## src/rtl/tdc_pkg.sv

```systemverilog
`default_nettype none
// ============================================================================
// Module      : tdc_pkg
// Description : Shared types and constants for the TDC event assembler:
//               fine-code width, record flag bit positions, FSM state
//               encoding and the packed record flag struct.
// Revision    : 1.0 - initial release
// ============================================================================
package tdc_pkg;

  // Width of the head/tail fine codes
  localparam int FINE_W = 6;

  // Bit positions of the status flags inside a record
  localparam int FLG_COINC = 0;
  localparam int FLG_SAT   = 1;
  localparam int FLG_NEG   = 2;
  localparam int FLAG_W    = 3;

  // Measurement FSM states
  typedef enum logic [0:0] {
    IDLE = 1'b0,
    RUN  = 1'b1
  } state_t;

  // Record flag field; member order matches FLG_NEG/FLG_SAT/FLG_COINC
  typedef struct packed {
    logic neg;
    logic sat;
    logic coinc;
  } rec_flags_t;

endpackage : tdc_pkg
`default_nettype wire

```

## src/rtl/tdc_sync_fifo.sv

```systemverilog
`default_nettype none
// ============================================================================
// Module      : tdc_sync_fifo
// Description : Single-clock register FIFO with show-ahead read. The head
//               entry is presented combinationally on rd_data. A write while
//               full is accepted when a read happens in the same cycle.
// Revision    : 1.0 - initial release
// ============================================================================
module tdc_sync_fifo #(
  parameter int WIDTH = 8,
  parameter int DEPTH = 8
) (
  input  logic             clk,
  input  logic             rst,
  input  logic [WIDTH-1:0] wr_data,
  input  logic             wr_en,
  input  logic             rd_en,
  output logic [WIDTH-1:0] rd_data,
  output logic             full,
  output logic             empty
);

  localparam int AW = $clog2(DEPTH);

  logic [WIDTH-1:0] mem [DEPTH];
  logic [AW:0]      wr_ptr;
  logic [AW:0]      rd_ptr;
  logic             do_wr;
  logic             do_rd;

  // Pointers carry one wrap bit so full and empty are distinguishable
  assign empty   = (wr_ptr == rd_ptr);
  assign full    = (wr_ptr[AW] != rd_ptr[AW]) && (wr_ptr[AW-1:0] == rd_ptr[AW-1:0]);
  assign do_rd   = rd_en && !empty;
  assign do_wr   = wr_en && (!full || do_rd);
  assign rd_data = mem[rd_ptr[AW-1:0]];

  // Storage write; cleared on reset so the idle head entry reads as zero
  always_ff @(posedge clk) begin
    if (rst) begin
      for (int i = 0; i < DEPTH; i++) begin
        mem[i] <= '0;
      end
    end else if (do_wr) begin
      mem[wr_ptr[AW-1:0]] <= wr_data;
    end
  end

  // Read and write pointer advance
  always_ff @(posedge clk) begin
    if (rst) begin
      wr_ptr <= '0;
      rd_ptr <= '0;
    end else begin
      if (do_wr) wr_ptr <= wr_ptr + 1'b1;
      if (do_rd) rd_ptr <= rd_ptr + 1'b1;
    end
  end

endmodule : tdc_sync_fifo
`default_nettype wire

```

## src/rtl/tdc_event_assembler.sv

```systemverilog
`default_nettype none
// ============================================================================
// Module      : tdc_event_assembler
// Description : Pairs TDC head (start) fine codes with the following tail
//               (stop) fine codes, counts whole clock periods between them,
//               forms {flags, interval} records and buffers them in a FIFO
//               drained over valid/ready.
//               Optional feature macro: TDC_ASM_TIMEOUT_EN (closes an open
//               measurement with a saturated record after TIMEOUT periods).
// Revision    : 1.0 - initial release
// ============================================================================
module tdc_event_assembler
  import tdc_pkg::*;
#(
  parameter int COARSE_W = 10,
  parameter int DEPTH    = 8,
  parameter int TIMEOUT  = 1000
) (
  input  logic                         clk,
  input  logic                         rst,
  input  logic [FINE_W-1:0]            head_code,
  input  logic                         head_wr,
  input  logic [FINE_W-1:0]            tail_code,
  input  logic                         tail_wr,
  output logic [FLAG_W+COARSE_W+5:0]   out_data,
  output logic                         out_valid,
  input  logic                         out_ready,
  output logic [7:0]                   drop_cnt,
  output logic                         busy
);

  localparam int MEAS_W = COARSE_W + FINE_W;
  localparam int REC_W  = FLAG_W + MEAS_W;
  localparam int RAW_W  = COARSE_W + FINE_W + 1;
  localparam logic [COARSE_W-1:0] COARSE_MAX = '1;

  // Elaboration-time parameter sanity checks
  if ((DEPTH < 2) || ((DEPTH & (DEPTH - 1)) != 0)) begin : g_bad_depth
    $error("DEPTH must be a power of two and at least 2");
  end
  if (TIMEOUT < 1) begin : g_bad_timeout
    $error("TIMEOUT must be at least 1");
  end

  // FSM and open-measurement state
  state_t              state;
  state_t              state_nx;
  logic [COARSE_W-1:0] coarse;
  logic [COARSE_W-1:0] coarse_nx;
  logic [COARSE_W-1:0] coarse_inc;
  logic [FINE_W-1:0]   head_q;
  logic [FINE_W-1:0]   head_nx;

  // Close request towards the capture stage
  logic                close_now;
  logic                timeout_now;
  logic [COARSE_W-1:0] close_coarse;
  logic [FINE_W-1:0]   close_head;
  logic                drop_evt;

  // Capture stage (loaded on the edge that samples the tail)
  logic                cap_valid;
  logic                cap_timeout;
  logic [COARSE_W-1:0] cap_coarse;
  logic [FINE_W-1:0]   cap_head;
  logic [FINE_W-1:0]   cap_tail;

  // Result stage
  logic [RAW_W-1:0]    raw;
  rec_flags_t          flags_c;
  logic [MEAS_W-1:0]   meas_c;
  logic                res_valid;
  logic [REC_W-1:0]    res_rec;

  // FIFO side
  logic                fifo_full;
  logic                fifo_empty;
  logic                pop;
  logic                fifo_drop;
  logic [1:0]          drop_inc;
  logic [8:0]          drop_sum;

  // FSM state, coarse counter and latched head code
  always_ff @(posedge clk) begin
    if (rst) begin
      state  <= IDLE;
      coarse <= '0;
      head_q <= '0;
    end else begin
      state  <= state_nx;
      coarse <= coarse_nx;
      head_q <= head_nx;
    end
  end

  // Next-state logic: pairing of head/tail strobes, drops and timeout
  always_comb begin
    state_nx     = state;
    coarse_nx    = coarse;
    head_nx      = head_q;
    close_now    = 1'b0;
    timeout_now  = 1'b0;
    close_coarse = '0;
    close_head   = head_q;
    drop_evt     = 1'b0;
    coarse_inc   = (coarse == COARSE_MAX) ? COARSE_MAX : coarse + 1'b1;
    case (state)
      IDLE: begin
        if (head_wr && tail_wr) begin
          // Start and stop in the same cycle: zero whole periods
          close_now    = 1'b1;
          close_coarse = '0;
          close_head   = head_code;
        end else if (head_wr) begin
          head_nx   = head_code;
          coarse_nx = '0;
          state_nx  = RUN;
        end else if (tail_wr) begin
          drop_evt = 1'b1;
        end
      end
      RUN: begin
        coarse_nx = coarse_inc;
        if (tail_wr) begin
          // Tail sampled one period after the counter value seen here
          close_now    = 1'b1;
          close_coarse = coarse_inc;
          close_head   = head_q;
          if (head_wr) begin
            head_nx   = head_code;
            coarse_nx = '0;
          end else begin
            coarse_nx = '0;
            state_nx  = IDLE;
          end
        end else if (head_wr) begin
          head_nx   = head_code;
          coarse_nx = '0;
          drop_evt  = 1'b1;
        end
`ifdef TDC_ASM_TIMEOUT_EN
        else if (32'(coarse) == TIMEOUT) begin
          timeout_now = 1'b1;
          coarse_nx   = '0;
          state_nx    = IDLE;
        end
`endif
      end
      default: begin
        state_nx = IDLE;
      end
    endcase
  end

  assign busy = (state == RUN);

  // Capture stage: freeze the operands of a closed measurement
  always_ff @(posedge clk) begin
    if (rst) begin
      cap_valid   <= 1'b0;
      cap_timeout <= 1'b0;
      cap_coarse  <= '0;
      cap_head    <= '0;
      cap_tail    <= '0;
    end else begin
      cap_valid   <= close_now || timeout_now;
      cap_timeout <= timeout_now;
      cap_coarse  <= close_coarse;
      cap_head    <= close_head;
      cap_tail    <= tail_code;
    end
  end

  // Interval arithmetic: coarse*64 + head - tail, sign in the top bit
  always_comb begin
    raw           = RAW_W'({cap_coarse, {FINE_W{1'b0}}}) + RAW_W'(cap_head) - RAW_W'(cap_tail);
    flags_c.coinc = !cap_timeout && (cap_tail == '0);
    flags_c.sat   = cap_timeout || (cap_coarse == COARSE_MAX);
    flags_c.neg   = !cap_timeout && raw[RAW_W-1];
    if (cap_timeout) begin
      meas_c = '1;
    end else if (raw[RAW_W-1]) begin
      meas_c = '0;
    end else begin
      meas_c = raw[MEAS_W-1:0];
    end
  end

  // Result register feeding the FIFO write port
  always_ff @(posedge clk) begin
    if (rst) begin
      res_valid <= 1'b0;
      res_rec   <= '0;
    end else begin
      res_valid <= cap_valid;
      res_rec   <= {flags_c, meas_c};
    end
  end

  tdc_sync_fifo #(
    .WIDTH (REC_W),
    .DEPTH (DEPTH)
  ) u_fifo (
    .clk     (clk),
    .rst     (rst),
    .wr_data (res_rec),
    .wr_en   (res_valid),
    .rd_en   (pop),
    .rd_data (out_data),
    .full    (fifo_full),
    .empty   (fifo_empty)
  );

  assign out_valid = !fifo_empty;
  assign pop       = out_valid && out_ready;
  assign fifo_drop = res_valid && fifo_full && !pop;
  assign drop_inc  = {1'b0, drop_evt} + {1'b0, fifo_drop};
  assign drop_sum  = {1'b0, drop_cnt} + {7'b0, drop_inc};

  // Saturating lost-event counter
  always_ff @(posedge clk) begin
    if (rst) begin
      drop_cnt <= '0;
    end else begin
      drop_cnt <= drop_sum[8] ? 8'hFF : drop_sum[7:0];
    end
  end

endmodule : tdc_event_assembler
`default_nettype wire

```

## config.mk

```make
export PLATFORM = sky130hd
export DESIGN_NAME = tdc_event_assembler
export DESIGN_NICKNAME = d
export VERILOG_FILES = /design/src/rtl/tdc_pkg.sv /design/src/rtl/tdc_sync_fifo.sv /design/src/rtl/tdc_event_assembler.sv
export SDC_FILE = /design/constraint.sdc
export NUM_CORES = 1
export LEC_CHECK = 0
export CAP_MARGIN = 20
export CORE_ASPECT_RATIO = 0.7
export CORE_UTILIZATION = 50
export DETAILED_ROUTE_END_ITERATION = 7
export PLACE_DENSITY = 0.68
export SLEW_MARGIN = 10
export SYNTH_ARGS = -nofsm -noshare
export SYNTH_HDL_FRONTEND = slang
export SYNTH_SLANG_ARGS = --single-unit
export TNS_END_PERCENT = 5
```

## constraint.sdc

```tcl
create_clock -name clk -period 4.15 [get_ports clk]
set_input_delay 0.83 -clock clk [delete_from_list [all_inputs] [get_ports clk]]
set_output_delay 0.83 -clock clk [all_outputs]
set_load 0.005 [all_outputs]
```

Yosys cells after proc, flatten, opt, wreduce, memory -nomap -nowiden
Memories as Yosys holds them, arrays and structs flattened. A register that Yosys moved wholly into a read port is not among the register bits. Cells that the tools add are included.

Register bits after elaboration: 76. Bits in latches: 0. Memory bits (writable): 152. Memory bits (read-only): 0. Input bits: 17. Logic and storage cells: 79. Memories kept: 1.

Memories: u_fifo.mem (words 8, width 19, read ports 1, clocked after Yosys merged registers in 1, wr ports 8, line tdc_sync_fifo.sv:25) `logic [WIDTH-1:0] mem [DEPTH];`.

Add/sub/neg operators: 7. Multipliers: 0. Divide/modulo/power cells: 0. Magnitude comparators: 0. Eq/ne operators: 7. Shift operators: 0. Multiplexer cells: 35. Bitwise gates (word level): 1. Reductions and logical operators: 15.

Operator list (number): two-way mux 10 bit (6); one-hot mux 10 bit (2 select lines) (2); one-hot mux 6 bit (2 select lines) (2); equality test 10 bit (second input constant) (2); two-way mux 19 bit (1); OR reduction 19 bit (1); two-way mux 6 bit (3); adder 16 x 6 -> 17 bit (1); subtractor 17 x 6 -> 17 bit (1); two-way mux 1 bit (14); adder 10 x 1 -> 10 bit (second input constant) (1); adder 8 x 2 -> 9 bit (1); two-way mux 3 bit (3); adder 4 x 1 -> 4 bit (second input constant) (2); two-way mux 8 bit (1); logical AND 1 bit (7); logical NOT 6 bit (1); one-hot mux 1 bit (2 select lines) (3); equality test 4 bit (1); inequality test 2 bit (second input constant) (2); equality test 3 bit (1); logical NOT 1 bit (3); adder 1 x 1 -> 2 bit (1); AND reduction 2 bit (1); 4 further kinds (4).

Logic depth before layout (Yosys ltp)
Gate-level depths: netlist of run 1.

Depth in word-level cells: 11. Depth in mapped cells: 10.

By module
Synthesis of run 1 repeated with hierarchy kept, for this count alone.

Cell total of the unflattened synthesis: 851. Area, all modules: 10224.8 um^2.

By module, submodules not included: tdc_sync_fifo (instances 1, cells an instance 523, area an instance 7323.3 um^2); tdc_event_assembler (instances 1, cells an instance 328, area an instance 2901.5 um^2).

Worst setup path before layout of run 1
Ideal clock, no wire load.

Path type: reg-to-reg. From: register u_fifo.wr_ptr[0]. To: memory u_fifo.mem[6][0] (netlist name), enable pin. Library setup time: 0.425 ns. Data arrival time: 2.520 ns. Setup slack: 1.205 ns. Stages on the path, launching flop included: 6. Period minus slack after synthesis: 2.945 ns. Cells stage by stage: dfxtp_1 -> buf_6 -> xor2_1 -> or3_4 -> nor3_4 -> o31ai_1.

RTL lines: from (decl) (line tdc_sync_fifo.sv:26) `logic [AW:0] wr_ptr;`; from (signal assigned) (line tdc_sync_fifo.sv:55) `if (do_wr) wr_ptr <= wr_ptr + 1'b1;`; to (decl) (line tdc_sync_fifo.sv:25).

==> results of run 1 <==
-- logic make-up (layout without fill, tap and decap cells) --
logic type,Yosys count,after routing,share of synthesized area (%)
AOI/OAI and AO/OA,78,78,4.507
xor gates and xnor gates,26,26,2.223
adders and majority gates,12,12,1.612
buffers and inverters,52,118,2.028
DFF,231,231,60.00
muxes,67,67,11.42
and+or+nand+nor,321,321,18.21
-- metrics by stage --
step	worst slack (ns)	area, µm²	instances	power [µW]	hold slack [ns]
final	0.4924	11830	1123	5079	0.4275
after global routing	0.2931	11830	1123	5239	0.4654
after CTS	0.3964	11830	1123	5110	0.4278
after detailed placement	0.7783	11070	1082	3028	0.4160
after global placement	0.8374	11070	1082	3012	0.4252
after floorplan	1.205	10240	787	2860	0.3960
-- routing by layer --
layer | track usage (%) | share of wire [%] | vias up
li1 | - | - | 2953
met1 | 29.91 | 45 | 3172
met2 | 36.67 | 48 | 167
met3 | 3.683 | 6.2 | 30
met4 | 4.757 | 1.6 | 0
met5 | 0 | 0 | -
-- sequential cells by signal, summed over array words and instances, names as in the netlist, 4 cells and up, named ones only --
| signal | count |
|---|---|
| u_fifo.rd_ptr | 4 |
| coarse | 10 |
| drop_cnt | 8 |
| cap_head | 6 |
| head_q | 6 |
| cap_tail | 6 |
| u_fifo.mem | 152 |
| u_fifo.wr_ptr | 4 |
| cap_coarse | 10 |
| res_rec | 19 |
-- where the power goes --
part	total (µW)	internal, µW	switching [µW]
registers	2600	2530	70.7
logic	376	187	189
clock network	2100	1250	850
total	5080	3970	1110
-- worst max-delay path: cells and delay by family, from the launching register on --
kind	cells	cell delay, ns
flip-flops	1	0.79
multiplexers	2	0.78
buffers and inverters	2	0.76
-- worst max path at each step --
stage	from	end	slack, ns	cells after the start
2_1_floorplan	u_fifo.wr_ptr[0]$_SDFFE_PP0N_	u_fifo.mem[6][0]$_SDFFCE_PN0P_	1.21	5
3_3_place_gp	out_ready	u_fifo.mem[2][13]$_SDFFCE_PN0P_	0.84	5
3_5_place_dp	out_ready	drop_cnt[5]$_SDFF_PP0_	0.78	9
4_1_cts	flop	out_data[4]	0.40	4
5_1_grt	flop	out_data[4]	0.29	4
6_report	flop	out_data[4]	0.49	4
-- Yosys cell counts (10+ instances only) --
master / instances
sky130_fd_sc_hd__ha_1: 10
sky130_fd_sc_hd__nand2_1: 20
sky130_fd_sc_hd__nor3_1: 12
sky130_fd_sc_hd__mux2i_1: 10
sky130_fd_sc_hd__edfxtp_1: 152
sky130_fd_sc_hd__inv_1: 15
sky130_fd_sc_hd__nor2b_1: 12
sky130_fd_sc_hd__dfxtp_1: 79
sky130_fd_sc_hd__mux2_2: 19
sky130_fd_sc_hd__mux4_2: 38
sky130_fd_sc_hd__nor2_1: 53
sky130_fd_sc_hd__clkbuf_1: 28
sky130_fd_sc_hd__xor2_1: 13
sky130_fd_sc_hd__nand3_1: 23
sky130_fd_sc_hd__xnor2_1: 13
sky130_fd_sc_hd__o21ai_0: 20
sky130_fd_sc_hd__and2_1: 152
sky130_fd_sc_hd__a21oi_1: 39
-- cell type report --
type	count	area, µm²
fillers	1546	8127
inverters	15	56.30
well taps	270	337.8
clock inverters	12	132.6
multi-input cells	504	3946
clock buffers	29	628.1
repair buffers	62	585.6
flip-flops and latches	231	6147
==> out/results.ini, run 1 <==
[floorplan]
rows = 43
floorplan.io_pins = 46
chipWidth_um = 173.1
start_util_pct = 51.32
core_area_um2 = 19960
fp.dieH_um = 121.8
die-area_um2 = 21070

[global_route]
first_global_vias = 6245
grt_first_pass_wirelength_um = 34900
grt_remaining_overflow = 0
grt_use_total_pct = 21.78
antenna_found_initial = 0
grt_max_degree = 49

[timing]
final_worst_path_period_share_pct = 88.14
final-max-slew-violation-count = 0
maximum_clock_rate_mhz = 273.4
finalClockSkew_ns = 0.02147
hold_viol = 0
timing_worst_slew_pin_value_ns = 1.132
grt_setup_unrepaired = false
final_report_setup_violation_count = 0
fin_crit_ns = 3.658
setup_total_negative_slack_ns = 0
relSlewSlack_pct = 24.47

[logic_synthesis]
synthDominantAreaCellType = sky130_fd_sc_hd__edfxtp_1
yosysSeqAreaShare_pct = 60.00
asyncSetResetFlopFracSynth_pct = 0
synth_area_um2 = 10240
mappedNetlistNets = 816
cells_taking_the_most_area_after_synthesis = sky130_fd_sc_hd__edfxtp_1 45%, sky130_fd_sc_hd__dfxtp_1 15%, sky130_fd_sc_hd__and2_1 9.3%
edff_count_synth = 152
synthDistinctLibCells = 50
synthesized_instance_count = 787
synth-warning-count = 0
postSynth.topFlopCell = sky130_fd_sc_hd__edfxtp_1
synth_largest_type_area_fraction_pct = 44.56
synthesized_area_per_cell_um2 = 13.02
yosys_register_bits = 231

[detailed_routing]
route.vias.total = 6322
post_drt_via_cell_ratio = 5.630
route.detailed.wl_per_inst_um = 19.73
antenna_left = 0
wirelength_um = 22160
drt_iter0_markers = 561
drtPass1Iterations = 5
remaining_drc_errors = 0

[power_and_ir_drop]
pwr_density_cell_nw_per_um2 = 429.2
peak_supply_drop_uv = 271.4
power_leakage_uw = 0.004326

[setup_path]
critical_path.max_stage_delay_ns = 0.79
timing.critical_path.to_type = output port
crit_path_top_delay_cell = sky130_fd_sc_hd__dfxtp_2
start_of_the_worst_register_to_register_path = u_fifo.wr_ptr[0]$_SDFFE_PP0N_
r2r.worst_path.cells = 6
ff2ff_setup_slack_ns = 0.87
setup.worst_path.class = reg2out
ordered_list_of_cells_on_the_worst_path = buf_4, mux4_2, mux2_2, clkdlybuf4s50_1
crit_required_ns = 3.32
cp_data_arrival_time_ns = 2.83
cp-start-kind = flop
crit_path_max_fanout = 17
r2r_end = u_fifo.mem[2][3]$_SDFFCE_PN0P_

[place]
port_buffers = 45
routabilityCongestion = 0.8295
place_hpwl_um = 14290

[clock_tree]
hold_buffers = 0
cts_buffers = 23
post_cts_resize_count = 0
clock_tree.buffer_depth = 3
h-tree-depth = 1
worstSkewPairLatency_ns = 0.52
ctsRootBufferMaster = sky130_fd_sc_hd__clkbuf_16
worst_setup_hold_path_clk_slew_ns = 0.06
cts_tree = built
cts_num_sinks = 231
cts_setup_buffers = 0

[layout]
layout.core_utilization_pct = 59.29
commonest_cells_after_routing_fill_and_taps_aside = 152 x sky130_fd_sc_hd__and2_1, 152 x sky130_fd_sc_hd__edfxtp_1, 78 x sky130_fd_sc_hd__dfxtp_1, 51 x sky130_fd_sc_hd__nor2_1, 44 x sky130_fd_sc_hd__clkdlybuf4s50_1
area_growth_pct = 15.52
final_layout_size_suffix_gt1_share_pct = 15.24
nNetsFinal = 866
diode_insertion_count_for_antenna_repair = 0

[min_path]
min_delay_startpoint = cap_tail[5]$_SDFF_PP0_
hold_end = res_rec[16]$_SDFF_PP0_
hp-class = reg2reg
hold_path_depth = 1

[job]
timing.max_cap.violations = 0

[outcome]
outcome = completed

Power figures use the tool's default switching activity.
==> run 2, diff against run 1 <==
--- a/config.mk
+++ b/config.mk
@@ -6,10 +6,12 @@
 export NUM_CORES = 1
 export LEC_CHECK = 0
 export CAP_MARGIN = 20
+export CELL_PAD_IN_SITES_DETAIL_PLACEMENT = 1
+export CELL_PAD_IN_SITES_GLOBAL_PLACEMENT = 1
 export CORE_ASPECT_RATIO = 0.7
 export CORE_UTILIZATION = 50
 export DETAILED_ROUTE_END_ITERATION = 7
-export PLACE_DENSITY = 0.68
+export PLACE_DENSITY_LB_ADDON = 0.1
 export SLEW_MARGIN = 10
 export SYNTH_ARGS = -nofsm -noshare
 export SYNTH_HDL_FRONTEND = slang
==> out/results.ini, run 2 (synthesis gave the netlist of run 1 again) <==
[global_route]
antenna_found_initial = 1  ; was 0
grt_remaining_overflow = 0  ; unchanged
first_global_vias = 6706  ; was 6245
grt_first_pass_wirelength_um = 38330  ; was 34900 µm
grt_use_total_pct = 24.03  ; was 21.78%
grt_max_degree = 55  ; was 49

[detailed_routing]
drt_iter0_markers = 454  ; was 561
antenna_left = 0  ; unchanged
route.detailed.wl_per_inst_um = 21.99  ; was 19.73 µm
wirelength_um = 24710  ; was 22160 µm
remaining_drc_errors = 0  ; unchanged
post_drt_via_cell_ratio = 5.681  ; was 5.630
drtPass1Iterations = 4  ; was 5
route.vias.total = 6386  ; was 6322

[timing]
final_worst_path_period_share_pct = 81.37  ; was 88.14%
final-max-slew-violation-count = 0  ; unchanged
setup_total_negative_slack_ns = 0  ; unchanged
finalClockSkew_ns = 0.01043  ; was 0.02147 ns
maximum_clock_rate_mhz = 296.1  ; was 273.4 MHz
fin_crit_ns = 3.377  ; was 3.658 ns
grt_setup_unrepaired = false  ; unchanged
timing_worst_slew_pin_value_ns = 0.9466  ; was 1.132 ns
relSlewSlack_pct = 36.89  ; was 24.47%
hold_viol = 0  ; unchanged
final_report_setup_violation_count = 0  ; unchanged

[power_and_ir_drop]
peak_supply_drop_uv = 249.7  ; was 271.4 µV
pwr_density_cell_nw_per_um2 = 426.7  ; was 429.2 nW/µm²
total_power_uw = 5045  ; was 5079 µW
power_leakage_uw = 0.004317  ; was 0.004326 µW

[layout]
commonest_cells_after_routing_fill_and_taps_aside = 152 x sky130_fd_sc_hd__and2_1, 152 x sky130_fd_sc_hd__edfxtp_1, 78 x sky130_fd_sc_hd__dfxtp_1, 53 x sky130_fd_sc_hd__nor2_1, 44 x sky130_fd_sc_hd__clkdlybuf4s50_1  ; was 152 x sky130_fd_sc_hd__and2_1, 152 x sky130_fd_sc_hd__edfxtp_1, 78 x sky130_fd_sc_hd__dfxtp_1, 51 x sky130_fd_sc_hd__nor2_1, 44 x sky130_fd_sc_hd__clkdlybuf4s50_1
most_flop_heavy_register = u_fifo.mem  ; unchanged
diode_insertion_count_for_antenna_repair = 0  ; unchanged
nNetsFinal = 867  ; was 866
multi_input_comb_area_um2 = 3946  ; unchanged
fillerInstances = 1945  ; was 1546
layout.core_utilization_pct = 59.23  ; was 59.29%
final_layout_size_suffix_gt1_share_pct = 15.46  ; was 15.24%
area_growth_pct = 15.41  ; was 15.52%
largest_registers = u_fifo.mem: 152 flops, res_rec: 19 flops  ; unchanged
seq_area_um2 = 6147  ; unchanged
largest_register_ff_count = 152  ; unchanged

[place]
routabilityCongestion = 0.7866  ; was 0.8295
port_buffers = 45  ; unchanged
place_hpwl_um = 15940  ; was 14290 µm

[clock_tree]
worst_setup_hold_path_clk_slew_ns = 0.06  ; about the same
cts_num_sinks = 231  ; unchanged
clock_tree.buffer_depth = 3  ; unchanged
hold_buffers = 0  ; unchanged
cts_buffers = 23  ; unchanged
cts_setup_buffers = 0  ; unchanged
worstSkewPairLatency_ns = 0.51  ; was 0.52 ns
h-tree-depth = 1  ; unchanged
post_cts_resize_count = 0  ; unchanged
ctsRootBufferMaster = sky130_fd_sc_hd__clkbuf_16  ; unchanged
cts_tree = built  ; unchanged

[setup_path]
crit_required_ns = 3.32  ; about the same
critical_path.max_stage_delay_ns = 0.58  ; was 0.79 ns
cp_data_arrival_time_ns = 2.55  ; was 2.83 ns
ordered_list_of_cells_on_the_worst_path = buf_12, mux4_2, mux2_2, clkdlybuf4s50_1  ; was buf_4, mux4_2, mux2_2, clkdlybuf4s50_1
crit_path_top_delay_cell = sky130_fd_sc_hd__mux4_2  ; was sky130_fd_sc_hd__dfxtp_2
crit_path_max_fanout = 38  ; was 17
timing.critical_path.to_type = output port  ; unchanged
setup.worst_path.class = reg2out  ; unchanged
cp-start-kind = flop  ; unchanged

[min_path]
hp-class = reg2reg  ; unchanged

[floorplan]
core_area_um2 = 19960  ; unchanged
start_util_pct = 51.32  ; unchanged
floorplan.io_pins = 46  ; unchanged
die-area_um2 = 21070  ; unchanged
fp.dieH_um = 121.8  ; unchanged
rows = 43  ; unchanged
chipWidth_um = 173.1  ; unchanged

[job]
timing.max_cap.violations = 0  ; unchanged

[outcome]
outcome = completed  ; unchanged

run 2: path summary, 6_finish.rpt:
path | startpoint | endpoint | slack [ns] | depth (start not counted)
max | flop | out_data[8] | 0.77 | 4
min reg2reg | cap_tail[4]$_SDFF_PP0_ | res_rec[16]$_SDFF_PP0_ | 0.44 | 1
min | cap_tail[4]$_SDFF_PP0_ | res_rec[16]$_SDFF_PP0_ | 0.44 | 1
max reg2reg | u_fifo.wr_ptr[0]$_SDFFE_PP0N_ | u_fifo.mem[0][12]$_SDFFCE_PN0P_ | 0.91 | 6
run 2: worst max-delay path: cells and delay by family (launching register included):
kind	cells	cell delay, ns
flip-flops	1	0.34
multiplexers	2	0.86
buffers and inverters	2	0.78
run 2: metrics by stage:
| stage | cells | setup slack, ns | area [µm²] | hold slack [ns] |
|---|---|---|---|---|
| global route | 1124 | 0.6401 | 11820 | 0.4516 |
| finish | 1124 | 0.7732 | 11820 | 0.4378 |
| CTS | 1124 | 0.7440 | 11820 | 0.4372 |
| floorplan | 787 | 1.205 | 10240 | 0.3960 |
| detailed placement | 1083 | 0.7282 | 11080 | 0.4279 |
| global placement | 1083 | 0.8393 | 11080 | 0.4295 |
run 2: area by class of cell:
class                      instances  share of cell area [%]
multi-input combinational        504                   33.38
timing repair buffer              63                   5.016
clock inverter                     6                  0.5080
clock buffer                      35                   5.768
inverter                          15                  0.4762
tap                              270                   2.857
sequential                       231                   51.99
run 2: routing by layer:
| layer | global-route usage, % | vias to the layer above | wire, µm |
|---|---|---|---|
| met2 | 40.68 | 114 | 11890 |
| met4 | 5.531 | 0 | 446 |
| li1 | - | 2933 | - |
| met3 | 2.934 | 38 | 885 |
| met5 | 0 | - | 0 |
| met1 | 33.51 | 3301 | 11490 |
run 2: where the power goes:
part	internal (µW)	switching, µW
clock	1190	864
sequential	2530	64.2
combinational	186	207
==> run 3, diff against run 2 <==
==> constraint.sdc (replaced) <==
create_clock -name clk -period 3.5 [get_ports clk]
set_input_delay 0.7 -clock clk [delete_from_list [all_inputs] [get_ports clk]]
set_output_delay 0.7 -clock clk [all_outputs]
set_load 0.005 [all_outputs]
==> out/results.ini, run 3 (synthesis gave the netlist of run 1 again) <==
[outcome]
outcome = completed  ; unchanged

[power_and_ir_drop]
pwr_density_cell_nw_per_um2 = 512.1  ; was 426.7 nW/µm²
power_leakage_uw = 0.004363  ; was 0.004317 µW
peak_supply_drop_uv = 379.8  ; was 249.7 µV
total_power_uw = 6091  ; was 5045 µW

[timing]
layout_setup_ws_ns = 0.2765  ; was 0.7732 ns
final_worst_path_period_share_pct = 92.10
final_report_setup_violation_count = 0  ; unchanged
grt_setup_unrepaired = false  ; unchanged
finalClockSkew_ns = 0.01250  ; was 0.01043 ns
setup_total_negative_slack_ns = 0  ; unchanged
timing_worst_slew_pin_value_ns = 1.086  ; was 0.9466 ns
final-max-slew-violation-count = 0  ; unchanged
relSlewSlack_pct = 27.61  ; was 36.89%
fin_crit_ns = 3.223
maximum_clock_rate_mhz = 310.2
hold_viol = 0  ; unchanged

[layout]
diode_insertion_count_for_antenna_repair = 0  ; unchanged
largest_registers = u_fifo.mem: 152 flops, res_rec: 19 flops  ; unchanged
most_flop_heavy_register = u_fifo.mem  ; unchanged
area_growth_pct = 16.11  ; was 15.41%
nNetsFinal = 872  ; was 867
final_layout_size_suffix_gt1_share_pct = 15.97  ; was 15.46%
largest_register_ff_count = 152  ; unchanged
commonest_cells_after_routing_fill_and_taps_aside = 152 x sky130_fd_sc_hd__and2_1, 152 x sky130_fd_sc_hd__edfxtp_1, 78 x sky130_fd_sc_hd__dfxtp_1, 53 x sky130_fd_sc_hd__nor2_1, 44 x sky130_fd_sc_hd__clkdlybuf4s50_1  ; unchanged
seq_area_um2 = 6147  ; unchanged
multi_input_comb_area_um2 = 3946  ; unchanged
postLayoutCellArea_um2 = 11890  ; was 11820 µm²
fillerInstances = 1948  ; was 1945

[setup_path]
ff2ff_setup_slack_ns = 0.60  ; was 0.91 ns
cp-endpoint = out_data[14]  ; was out_data[8]
crit_path_max_fanout = 38  ; unchanged
r2r.worst_path.cells = 9  ; was 6
cp-start-kind = flop  ; unchanged
crit_required_ns = 2.80  ; was 3.32 ns
start_of_the_worst_register_to_register_path = u_fifo.wr_ptr[3]$_SDFFE_PP0N_  ; was u_fifo.wr_ptr[0]$_SDFFE_PP0N_
cp_data_arrival_time_ns = 2.52  ; was 2.55 ns
timing.critical_path.to_type = output port  ; unchanged
r2r_end = drop_cnt[2]$_SDFF_PP0_  ; was u_fifo.mem[0][12]$_SDFFCE_PN0P_
setup.worst_path.class = reg2out  ; unchanged

[floorplan]
core_area_um2 = 19960  ; unchanged
floorplan.io_pins = 46  ; unchanged
start_util_pct = 51.32  ; unchanged
chipWidth_um = 173.1  ; unchanged
fp.dieH_um = 121.8  ; unchanged
die-area_um2 = 21070  ; unchanged
rows = 43  ; unchanged

[detailed_routing]
drt_iter0_markers = 490  ; was 454
remaining_drc_errors = 0  ; unchanged
drtPass1Iterations = 5  ; was 4
route.detailed.wl_per_inst_um = 22.01  ; was 21.99 µm
route.vias.total = 6453  ; was 6386
antenna_left = 0  ; unchanged
wirelength_um = 24830  ; was 24710 µm
post_drt_via_cell_ratio = 5.721  ; was 5.681

[global_route]
grt_max_degree = 53  ; was 55
grt_use_total_pct = 24.64  ; was 24.03%
antenna_found_initial = 2  ; was 1
grt_first_pass_wirelength_um = 39300  ; was 38330 µm
grt_remaining_overflow = 0  ; unchanged
first_global_vias = 6913  ; was 6706

[place]
detailedPlace.worstSlack_ns = 0.1822  ; was 0.7282 ns
place_hpwl_um = 15520  ; was 15940 µm
port_buffers = 45  ; unchanged
routabilityCongestion = 0.7841  ; was 0.7866
instance_area_after_placement_um2 = 11120  ; was 11080 µm²

[clock_tree]
hold_buffers = 0  ; unchanged
h-tree-depth = 1  ; unchanged
cts_setup_buffers = 0  ; unchanged
cts_buffers = 23  ; unchanged
clock_tree.buffer_depth = 3  ; unchanged
ctsRootBufferMaster = sky130_fd_sc_hd__clkbuf_16  ; unchanged
post_cts_resize_count = 0  ; unchanged
worst_setup_hold_path_clk_slew_ns = 0.06  ; about the same
cts_tree = built  ; unchanged
cts_num_sinks = 231  ; unchanged
worstSkewPairLatency_ns = 0.50  ; was 0.51 ns

[job]
timing.max_cap.violations = 0  ; unchanged

[min_path]
hp-class = reg2reg  ; unchanged

run 3: changes by cell type in the layout (fill, tap and decap cells not counted):
cell and change:
sky130_fd_sc_hd__buf_4 +5, sky130_fd_sc_hd__bufinv_16 +3, sky130_fd_sc_hd__clkbuf_1 -3, sky130_fd_sc_hd__clkbuf_2 -1, sky130_fd_sc_hd__clkbuf_8 -4, sky130_fd_sc_hd__clkinv_1 +2, sky130_fd_sc_hd__clkinv_2 +3, sky130_fd_sc_hd__clkinvlp_4 -1
run 3: final cells by class:
class,instances,share of cell area [%]
multi-input combinational,504,33.18
sequential,231,51.68
timing repair buffer,68,5.302
tap,270,2.840
clock buffer,27,5.134
clock inverter,13,1.389
inverter,15,0.4734
run 3: routing by layer:
metal | global-route usage [%] | up-vias | routed length, µm
li1 | - | 2960 | -
met3 | 3.901 | 20 | 1163
met2 | 42.94 | 128 | 12170
met5 | 0 | - | 0
met1 | 33.49 | 3345 | 11240
met4 | 3.761 | 0 | 261
run 3: worst min-delay path by stage:
stage,from,end,cells past startpoint
3_3_place_gp,cap_tail[4]$_SDFF_PP0_,res_rec[16]$_SDFF_PP0_,1
3_5_place_dp,cap_tail[3]$_SDFF_PP0_,res_rec[16]$_SDFF_PP0_,1
6_report,cap_tail[3]$_SDFF_PP0_,res_rec[16]$_SDFF_PP0_,1
2_1_floorplan,cap_tail[3]$_SDFF_PP0_,res_rec[16]$_SDFF_PP0_,1
5_1_grt,cap_valid$_SDFF_PP0_,res_valid$_SDFF_PP0_,1
4_1_cts,cap_tail[5]$_SDFF_PP0_,res_rec[16]$_SDFF_PP0_,1
run 3: power by group:
part	switching [µW]	internal [µW]	total [µW]
logic	254	225	478
clock network	1010	1540	2550
registers	65.2	3000	3060
total	1330	4760	6090
run 3: through the flow:
step / instances / hold slack [ns] / util [%]
6_report: 1128 / 0.4240 / 59.59
5_1_grt: 1128 / 0.4500 / 59.59
4_1_cts: 1128 / 0.4337 / 59.59
3_5_place_dp: 1088 / 0.4228 / 55.70
3_3_place_gp: 1088 / 0.4210 / 55.70
2_1_floorplan: 787 / 0.3960 / -
run 3: worst max-delay path, cell delays in order, from the launching register on:
cell and delay, ns:
sky130_fd_sc_hd__dfxtp_1 0.31, sky130_fd_sc_hd__buf_4 0.50, sky130_fd_sc_hd__mux4_2 0.43, sky130_fd_sc_hd__mux2_2 0.30
sky130_fd_sc_hd__clkdlybuf4s50_1 0.46
